### src/rtl/receptor_pkg.sv
// ============================================================================
// receptor_pkg : shared state encodings and sizing helpers for receptor_serie
// Rev 1.0
// ============================================================================
`default_nettype none

package receptor_pkg;

  localparam int WIDTH_DEF = 25;

  localparam logic [2:0] IDLE   = 3'd0;
  localparam logic [2:0] START  = 3'd1;
  localparam logic [2:0] DATA   = 3'd2;
  localparam logic [2:0] PARITY = 3'd3;
  localparam logic [2:0] STOP   = 3'd4;
  localparam logic [2:0] ESPERA = 3'd5;

  // Bit-counter width; never below one bit so degenerate widths still elaborate.
  function automatic int nb_ancho(input int w);
    return (w > 1) ? $clog2(w) : 1;
  endfunction

endpackage

`default_nettype wire

### src/rtl/sincronizador_rx.sv
// ============================================================================
// sincronizador_rx : two-flop synchroniser for the serial line, resets to idle (1)
// Rev 1.0
// ============================================================================
`default_nettype none

module sincronizador_rx (
  input  logic clk,
  input  logic rst_n,
  input  logic rx_i,
  output logic rx_s_o
);

  logic meta_q;
  logic sync_q;

  always_ff @(posedge clk) begin
    if (!rst_n) begin
      meta_q <= 1'b1;
      sync_q <= 1'b1;
    end else begin
      meta_q <= rx_i;
      sync_q <= meta_q;
    end
  end

  assign rx_s_o = sync_q;

endmodule

`default_nettype wire

### src/rtl/receptor_serie.sv
// ============================================================================
// receptor_serie : serial-to-word deserialiser feeding the 25-bit word register
// Optional even parity bit enabled with macro PARIDAD_EN.  Rev 1.0
// ============================================================================
`default_nettype none

module receptor_serie
  import receptor_pkg::*;
#(
  parameter int WIDTH = WIDTH_DEF,
  parameter int DIV   = 4
) (
  input  logic             clk,
  input  logic             rst_n,
  input  logic             rx,
  output logic [WIDTH-1:0] dato,
  output logic             leer,
  output logic             error_trama,
  output logic             ocupado
);

  localparam int CW  = $clog2(DIV);
  localparam int NBW = nb_ancho(WIDTH);

  localparam logic [CW-1:0]  C_FIN  = CW'(DIV - 1);
  localparam logic [CW-1:0]  C_MED  = CW'(DIV / 2 - 1);
  localparam logic [NBW-1:0] NB_FIN = NBW'(WIDTH - 1);

  logic             rx_s;
  logic [2:0]       state_q, state_d;
  logic [CW-1:0]    cnt_q, cnt_d;
  logic [NBW-1:0]   nb_q, nb_d;
  logic [WIDTH-1:0] sr_q, sr_d;
  logic [WIDTH-1:0] dato_q, dato_d;
  logic             leer_q, leer_d;
  logic             err_q, err_d;
`ifdef PARIDAD_EN
  logic             perr_q, perr_d;
`endif

  sincronizador_rx u_sync (
    .clk    (clk),
    .rst_n  (rst_n),
    .rx_i   (rx),
    .rx_s_o (rx_s)
  );

  always_comb begin
    state_d = state_q;
    cnt_d   = (cnt_q == C_FIN) ? '0 : cnt_q + 1'b1;
    nb_d    = nb_q;
    sr_d    = sr_q;
    dato_d  = dato_q;
    leer_d  = 1'b0;
    err_d   = 1'b0;
`ifdef PARIDAD_EN
    perr_d  = perr_q;
`endif
    case (state_q)
      IDLE: begin
        cnt_d = '0;
        if (!rx_s) state_d = START;
      end
      START: begin
        if (cnt_q == C_MED) begin
          cnt_d = '0;
          if (!rx_s) begin
            state_d = DATA;
            nb_d    = '0;
`ifdef PARIDAD_EN
            perr_d  = 1'b0;
`endif
          end else begin
            state_d = IDLE;
          end
        end
      end
      DATA: begin
        if (cnt_q == C_FIN) begin
          sr_d = {rx_s, sr_q[WIDTH-1:1]};
          if (nb_q == NB_FIN) begin
`ifdef PARIDAD_EN
            state_d = PARITY;
`else
            state_d = STOP;
`endif
          end else begin
            nb_d = nb_q + 1'b1;
          end
        end
      end
`ifdef PARIDAD_EN
      PARITY: begin
        if (cnt_q == C_FIN) begin
          perr_d  = (^sr_q) ^ rx_s;
          state_d = STOP;
        end
      end
`endif
      STOP: begin
        if (cnt_q == C_FIN) begin
          state_d = rx_s ? IDLE : ESPERA;
`ifdef PARIDAD_EN
          if (perr_q || !rx_s) begin
`else
          if (!rx_s) begin
`endif
            err_d = 1'b1;
          end else begin
            leer_d = 1'b1;
            dato_d = sr_q;
          end
        end
      end
      // A stuck-low line stays here so it can never look like a new start bit.
      ESPERA: begin
        cnt_d = '0;
        if (rx_s) state_d = IDLE;
      end
      default: begin
        state_d = IDLE;
        cnt_d   = '0;
      end
    endcase
  end

  always_ff @(posedge clk) begin
    if (!rst_n) begin
      state_q <= IDLE;
      cnt_q   <= '0;
      nb_q    <= '0;
      sr_q    <= '0;
      dato_q  <= '0;
      leer_q  <= 1'b0;
      err_q   <= 1'b0;
`ifdef PARIDAD_EN
      perr_q  <= 1'b0;
`endif
    end else begin
      state_q <= state_d;
      cnt_q   <= cnt_d;
      nb_q    <= nb_d;
      sr_q    <= sr_d;
      dato_q  <= dato_d;
      leer_q  <= leer_d;
      err_q   <= err_d;
`ifdef PARIDAD_EN
      perr_q  <= perr_d;
`endif
    end
  end

  assign dato        = dato_q;
  assign leer        = leer_q;
  assign error_trama = err_q;
  assign ocupado     = (state_q != IDLE);

endmodule

`default_nettype wire

### config.mk
export PLATFORM = sky130hd
export DESIGN_NAME = receptor_serie
export DESIGN_NICKNAME = d
export VERILOG_FILES = /design/src/rtl/receptor_pkg.sv /design/src/rtl/sincronizador_rx.sv /design/src/rtl/receptor_serie.sv
export SDC_FILE = /design/constraint.sdc
export NUM_CORES = 1
export LEC_CHECK = 0
export BUFFER_PORTS_ARGS = -buffer_cell sky130_fd_sc_hd__buf_2
export CAP_MARGIN = 30
export CORE_ASPECT_RATIO = 1.25
export CORE_MARGIN = 3
export CORE_UTILIZATION = 33
export CTS_CLUSTER_SIZE = 24
export DETAILED_ROUTE_END_ITERATION = 10
export PLACE_DENSITY = 0.55
export SYNTH_ARGS = -nofsm -noshare
export SYNTH_HDL_FRONTEND = slang
export SYNTH_SLANG_ARGS = --single-unit
### constraint.sdc
create_clock -name clk -period 2 [get_ports clk]
set_input_delay 0.1 -clock clk [delete_from_list [all_inputs] [get_ports clk]]
set_output_delay 0.1 -clock clk [all_outputs]
set_load 0.02 [all_outputs]
[After elaboration in Yosys (flattened, before gate mapping)]
Cells that the tools add are included.
Storage, ports and cells
  output and inout port bits: 28
  input port bits: 3
  word-level logic and storage cells: 54
  flip-flop bits (word level): 64
Cells by class
  reductions and logical operators: 9
  eq/ne operators: 15
  $add $sub $neg: 2
  muxes and demuxes: 19
Operators by type and width (number)
  2-to-1 mux 3 bit: 7
  2-to-1 mux 5 bit: 4
  case mux 3 bit (5 select lines): 1
  inequality test 2 bit (second input constant): 7
  case mux 5 bit (2 select lines): 1
  == test 3 bit (second input constant): 2
  2-to-1 mux 2 bit: 3
  AND reduction 3 bit: 2
  AND reduction 6 bit: 1
  adder 5 x 1 -> 5 bit (second input constant): 1
  == test 5 bit (second input constant): 1
  AND reduction 5 bit: 1
  case mux 2 bit (2 select lines): 1
  == test 3 x 1 -> 1 bit (second input constant): 1
  == test 3 x 2 -> 1 bit (second input constant): 1
  logical NOT 3 bit: 1
  nonzero test 3 bit: 1
  adder 2 x 1 -> 2 bit (second input constant): 1
  == test 2 x 1 -> 1 bit (second input constant): 1
  == test 2 bit (second input constant): 1
  2-to-1 mux 1 bit: 2
  inequality test 2 x 1 -> 1 bit (second input constant): 1
  AND reduction 2 bit: 1
  nonzero test 2 bit: 1
  OR reduction 2 bit: 1

[Logic depth before layout (Yosys ltp)]
  depth after elaboration: 4
  mapped depth: 7

[Cells and area by module]
From an unflattened synthesis, not the netlist that was laid out.
Unflattened totals
  cell total of the unflattened synthesis: 304
  area total of the unflattened synthesis: 2570.0 µm²
Modules (own cells, without submodules)
  receptor_serie: instances 1, area each 2517.4 µm², sequential area each 1241.2 µm², cells an instance 300
  sincronizador_rx: instances 1, area each 52.6 µm², sequential area each 40.0 µm², cells an instance 4

[Worst setup path after synthesis]
Ideal clock, no wire load.
  kind: register to register
  start point: reg cnt_q[0]
  end point: reg nb_q[0]
  setup slack: 529 ps
  path buffers: 2
  setup time: 72 ps
  arrival: 1400 ps
  cell stages (with the launch flop): 8
  cell sequence: dfxtp_1 -> ha_1 -> buf_2 -> nand4bb_1 -> buf_6 -> nor2_4 -> or3_4 -> mux2i_1
Between the ends
  cells in the longest elaborated chain, start to end: 3
RTL lines
  from (decl): RTL line receptor_serie.sv:31  | logic [CW-1:0] cnt_q, cnt_d;
  from (signal assigned): RTL line receptor_serie.sv:141  | cnt_q <= cnt_d;
  == test 2 bit or == test 2 x 1 -> 1 bit (tied branches): RTL line receptor_serie.sv:79, receptor_serie.sv:65
  inequality test 2 bit (no line)
  AND reduction 5 bit (no line) *
  to (signal assigned): RTL line receptor_serie.sv:142  | nb_q <= nb_d;
  to (decl): RTL line receptor_serie.sv:32  | logic [NBW-1:0] nb_q, nb_d;
Mark *: on every way between the ends. The rest lies on a longest branch, timed or not.
A chain may end at the register's enable or synchronous reset.

[Final worst setup path]
  start point: reg cnt_q[0]
  end point: reg nb_q[4]
The elaborated chain is that of the path after synthesis.

==> qor.yml <==
num_vias: 2005
yosys_warnings: 0
syn_inst: 305
use_met3_pct: 3.415
ctsHtreeMaxLevel: 3
holdPathStages: 1
die_width_um: 84.04
synth.avg_cell_area_um2: 8.237
numClockSinks: 64
worst_slew_pin_slew_ps: 544.4
end_kind: "flip-flop"
status: "completed"
ir_drop_mv: 0.5088
min_path_type: "flip-flop to flip-flop"
wire_per_inst_um: 11.32
grt_max_degree: 56
crit_path_start_kind: "flip-flop"
period_minus_slack_ps: 1516
areaGrowthSynthToFinish_pct: 16.53
drtAntennaViolNets: 0
synth_seq_cells: 64
pin_count: 31
synthFlopType: "dfxtp_1"
post-dp-hpwl_um: 3007
hp-start: "u_sync.meta_q$_SDFF_PN1_"
antenna_found_initial: 0
core_area_um2: 7189
grt.total_usage_pct: 11.57
max_cap_viol_count: 0
hold_ws_ps: 410.1
clk_path_buf_depth: 2
via_per_inst: 4.718
yosysSeqAreaShare_pct: 51.00
drtPass1Iterations: 4
dp.cells: 406
yosysTopAreaCell: "dfxtp_1"
skew_ps: 10.54
yosysUniqueCellTypes: 37
path_class: "flip-flop to flip-flop"
grt_pass1_vias: 1833
rsz0062_at_grt: "false"
synthesis.nets: 313
powerDensity_nw_per_um2: 829.8
cts-buffers-inserted: 9
post_cts_buffers: 0
globalplace.congestion: 0.7187
regToRegStartpoint: "cnt_q[0]$_SDFF_PN0_"
fmax_mhz: 659.8
relSlewSlack_pct: 63.71
die_area_um2: 8703
rows: 34
finalHoldViolCount: 0
fin_crit_sh_pct: 75.78
finalSetupViolations: 0
finalInstanceArea_um2: 2928
layout-drive-gt1-share_pct: 17.91
drt-total-wl_um: 4810
drtIter0Drc: 103
grt_overflow: 0
crit_fanout: 27
portBuffers: 30
required_ps: 2280
synth_area_leaders: "dfxtp_1 51%, nand2_1 12%, nand3_1 5.6%, o21ai_1 5.6%, a21oi_1 5.4%"
reg2reg_slack_ps: 480
synth_top_area_share_pct: 51.00
initial_core_util_pct: 34.95
reg2regPathDepth: 5
synth_edf_count: 0
async_reset_ff_share_pct: 0
clkTransAtPathRegs_ps: 70
cts_tree: "done"
maxSlewViolCount: 0
grt_first_pass_wirelength_um: 8211
ctsHoldBuffers: 3
gr-usage-met1_pct: 13.86
post-synth-top-count-cell: "nand2_1"
drc: 0
dpl_cell_area_um2: 2701
die_h_um: 103.6
finalSetupTns_ps: 0
instances_no_fill: 425
clockRootBuffer: "clkbuf_8"
grt_most_used_layer: "met2"
power.leakage_uw: 0.001053
insertion_delay_ps: 350
min_to: "u_sync.rx_s_o$_SDFF_PN1_"
syn_area_um2: 2512
reg2reg_to: "nb_q[4]$_SDFFE_PN0P_"
synth_common_cells: "81 x nand2_1, 64 x dfxtp_1, 28 x nand3_1, 28 x o21ai_1, 27 x a21oi_1"
antenna_cells: 0
gr-usage-met2_pct: 18.12
cts_resized: 0
nets: 338
cp.arrival_ps: 1790
[report_power, final]
part / internal (µW) / switching, µW
Combinational: 17.5 / 37.6
Sequential: 1280 / 6.04
Clock: 574 / 517
[cell families (layout without fill, tap and decap cells)]
logic type / after synthesis / count (layout) / synth area share [%]
AND/OR/NAND/NOR: 134 / 134 / 24.85
flip-flops: 64 / 64 / 51.00
AO/OA/AOI/OAI: 66 / 66 / 14.24
buffers and inverters: 34 / 64 / 6.623
multiplexers: 2 / 2 / 0.7968
adder cells (fa/ha/maj): 5 / 5 / 2.490
[flip-flops by register name (all words and copies together) (netlist names)]
register and flops:
u_sync.meta_q 1, u_sync.rx_s_o 1, nb_q 5, state_q 3, sr_q 25, cnt_q 2
leer 1, dato 25, error_trama 1
[layout make-up]
cell class	count	area, µm²
Fill cell	747	4262
Sequential cell	64	1281
Multi-Input combinational cell	207	1070
Timing Repair Buffer	38	230.2
Clock buffer	9	123.9
Tap cell	90	112.6
Clock inverter	7	72.57
Inverter	10	37.54
[critical path: stages, from the launching register on]
cell     delay [ps]
dfxtp_1         370
ha_1            330
and3_1          200
buf_4           270
a41oi_1         150
o21ai_1         110
[worst max path at each step]
| stage | startpoint | to | slack (ps) | cells after the start |
|---|---|---|---|---|
| finish | cnt_q[0]$_SDFF_PN0_ | nb_q[4]$_SDFFE_PN0P_ | 480 | 5 |
| global route | cnt_q[0]$_SDFF_PN0_ | nb_q[4]$_SDFFE_PN0P_ | 300 | 5 |
| CTS | cnt_q[0]$_SDFF_PN0_ | nb_q[4]$_SDFFE_PN0P_ | 460 | 5 |
| detailed placement | cnt_q[0]$_SDFF_PN0_ | nb_q[3]$_SDFFE_PN0P_ | 480 | 5 |
| global placement | cnt_q[0]$_SDFF_PN0_ | nb_q[3]$_SDFFE_PN0P_ | 520 | 5 |
| floorplan | cnt_q[0]$_SDFF_PN0_ | nb_q[0]$_SDFFE_PN0P_ | 530 | 7 |
[placed cells by master, fill, tap and decap left out, types with 3 or more instances in the layout]
cell / synthesis / routed
o21ai_1: 28 / 28
nor3_1: 3 / 3
buf_2: 7 / 30
buf_4: 2 / 4
nor2_1: 5 / 5
dfxtp_1: 64 / 64
nand2_1: 81 / 81
and3_1: 3 / 3
dlygate4sd3_1: 0 / 3
inv_1: 8 / 8
ha_1: 5 / 5
clkbuf_8: 0 / 9
a21oi_1: 27 / 27
nand3_1: 28 / 27
[metal layers]
metal	up-vias	wire length [µm]
met3	7	193
met1	890	2361
met2	34	2160
met4	0	94
met5	-	0
li1	1074	-
[per-stage QoR]
stage | setup slack (ps) | util [%] | power [µW]
global route | 301.6 | 40.72 | 2528
floorplan | 528.8 | - | 1350
finish | 484.3 | 40.72 | 2430
global placement | 522.7 | 37.57 | 1364
CTS | 462.0 | 40.72 | 2467
detailed placement | 476.4 | 37.57 | 1364
Note: power is estimated with default switching activity, not from simulation.
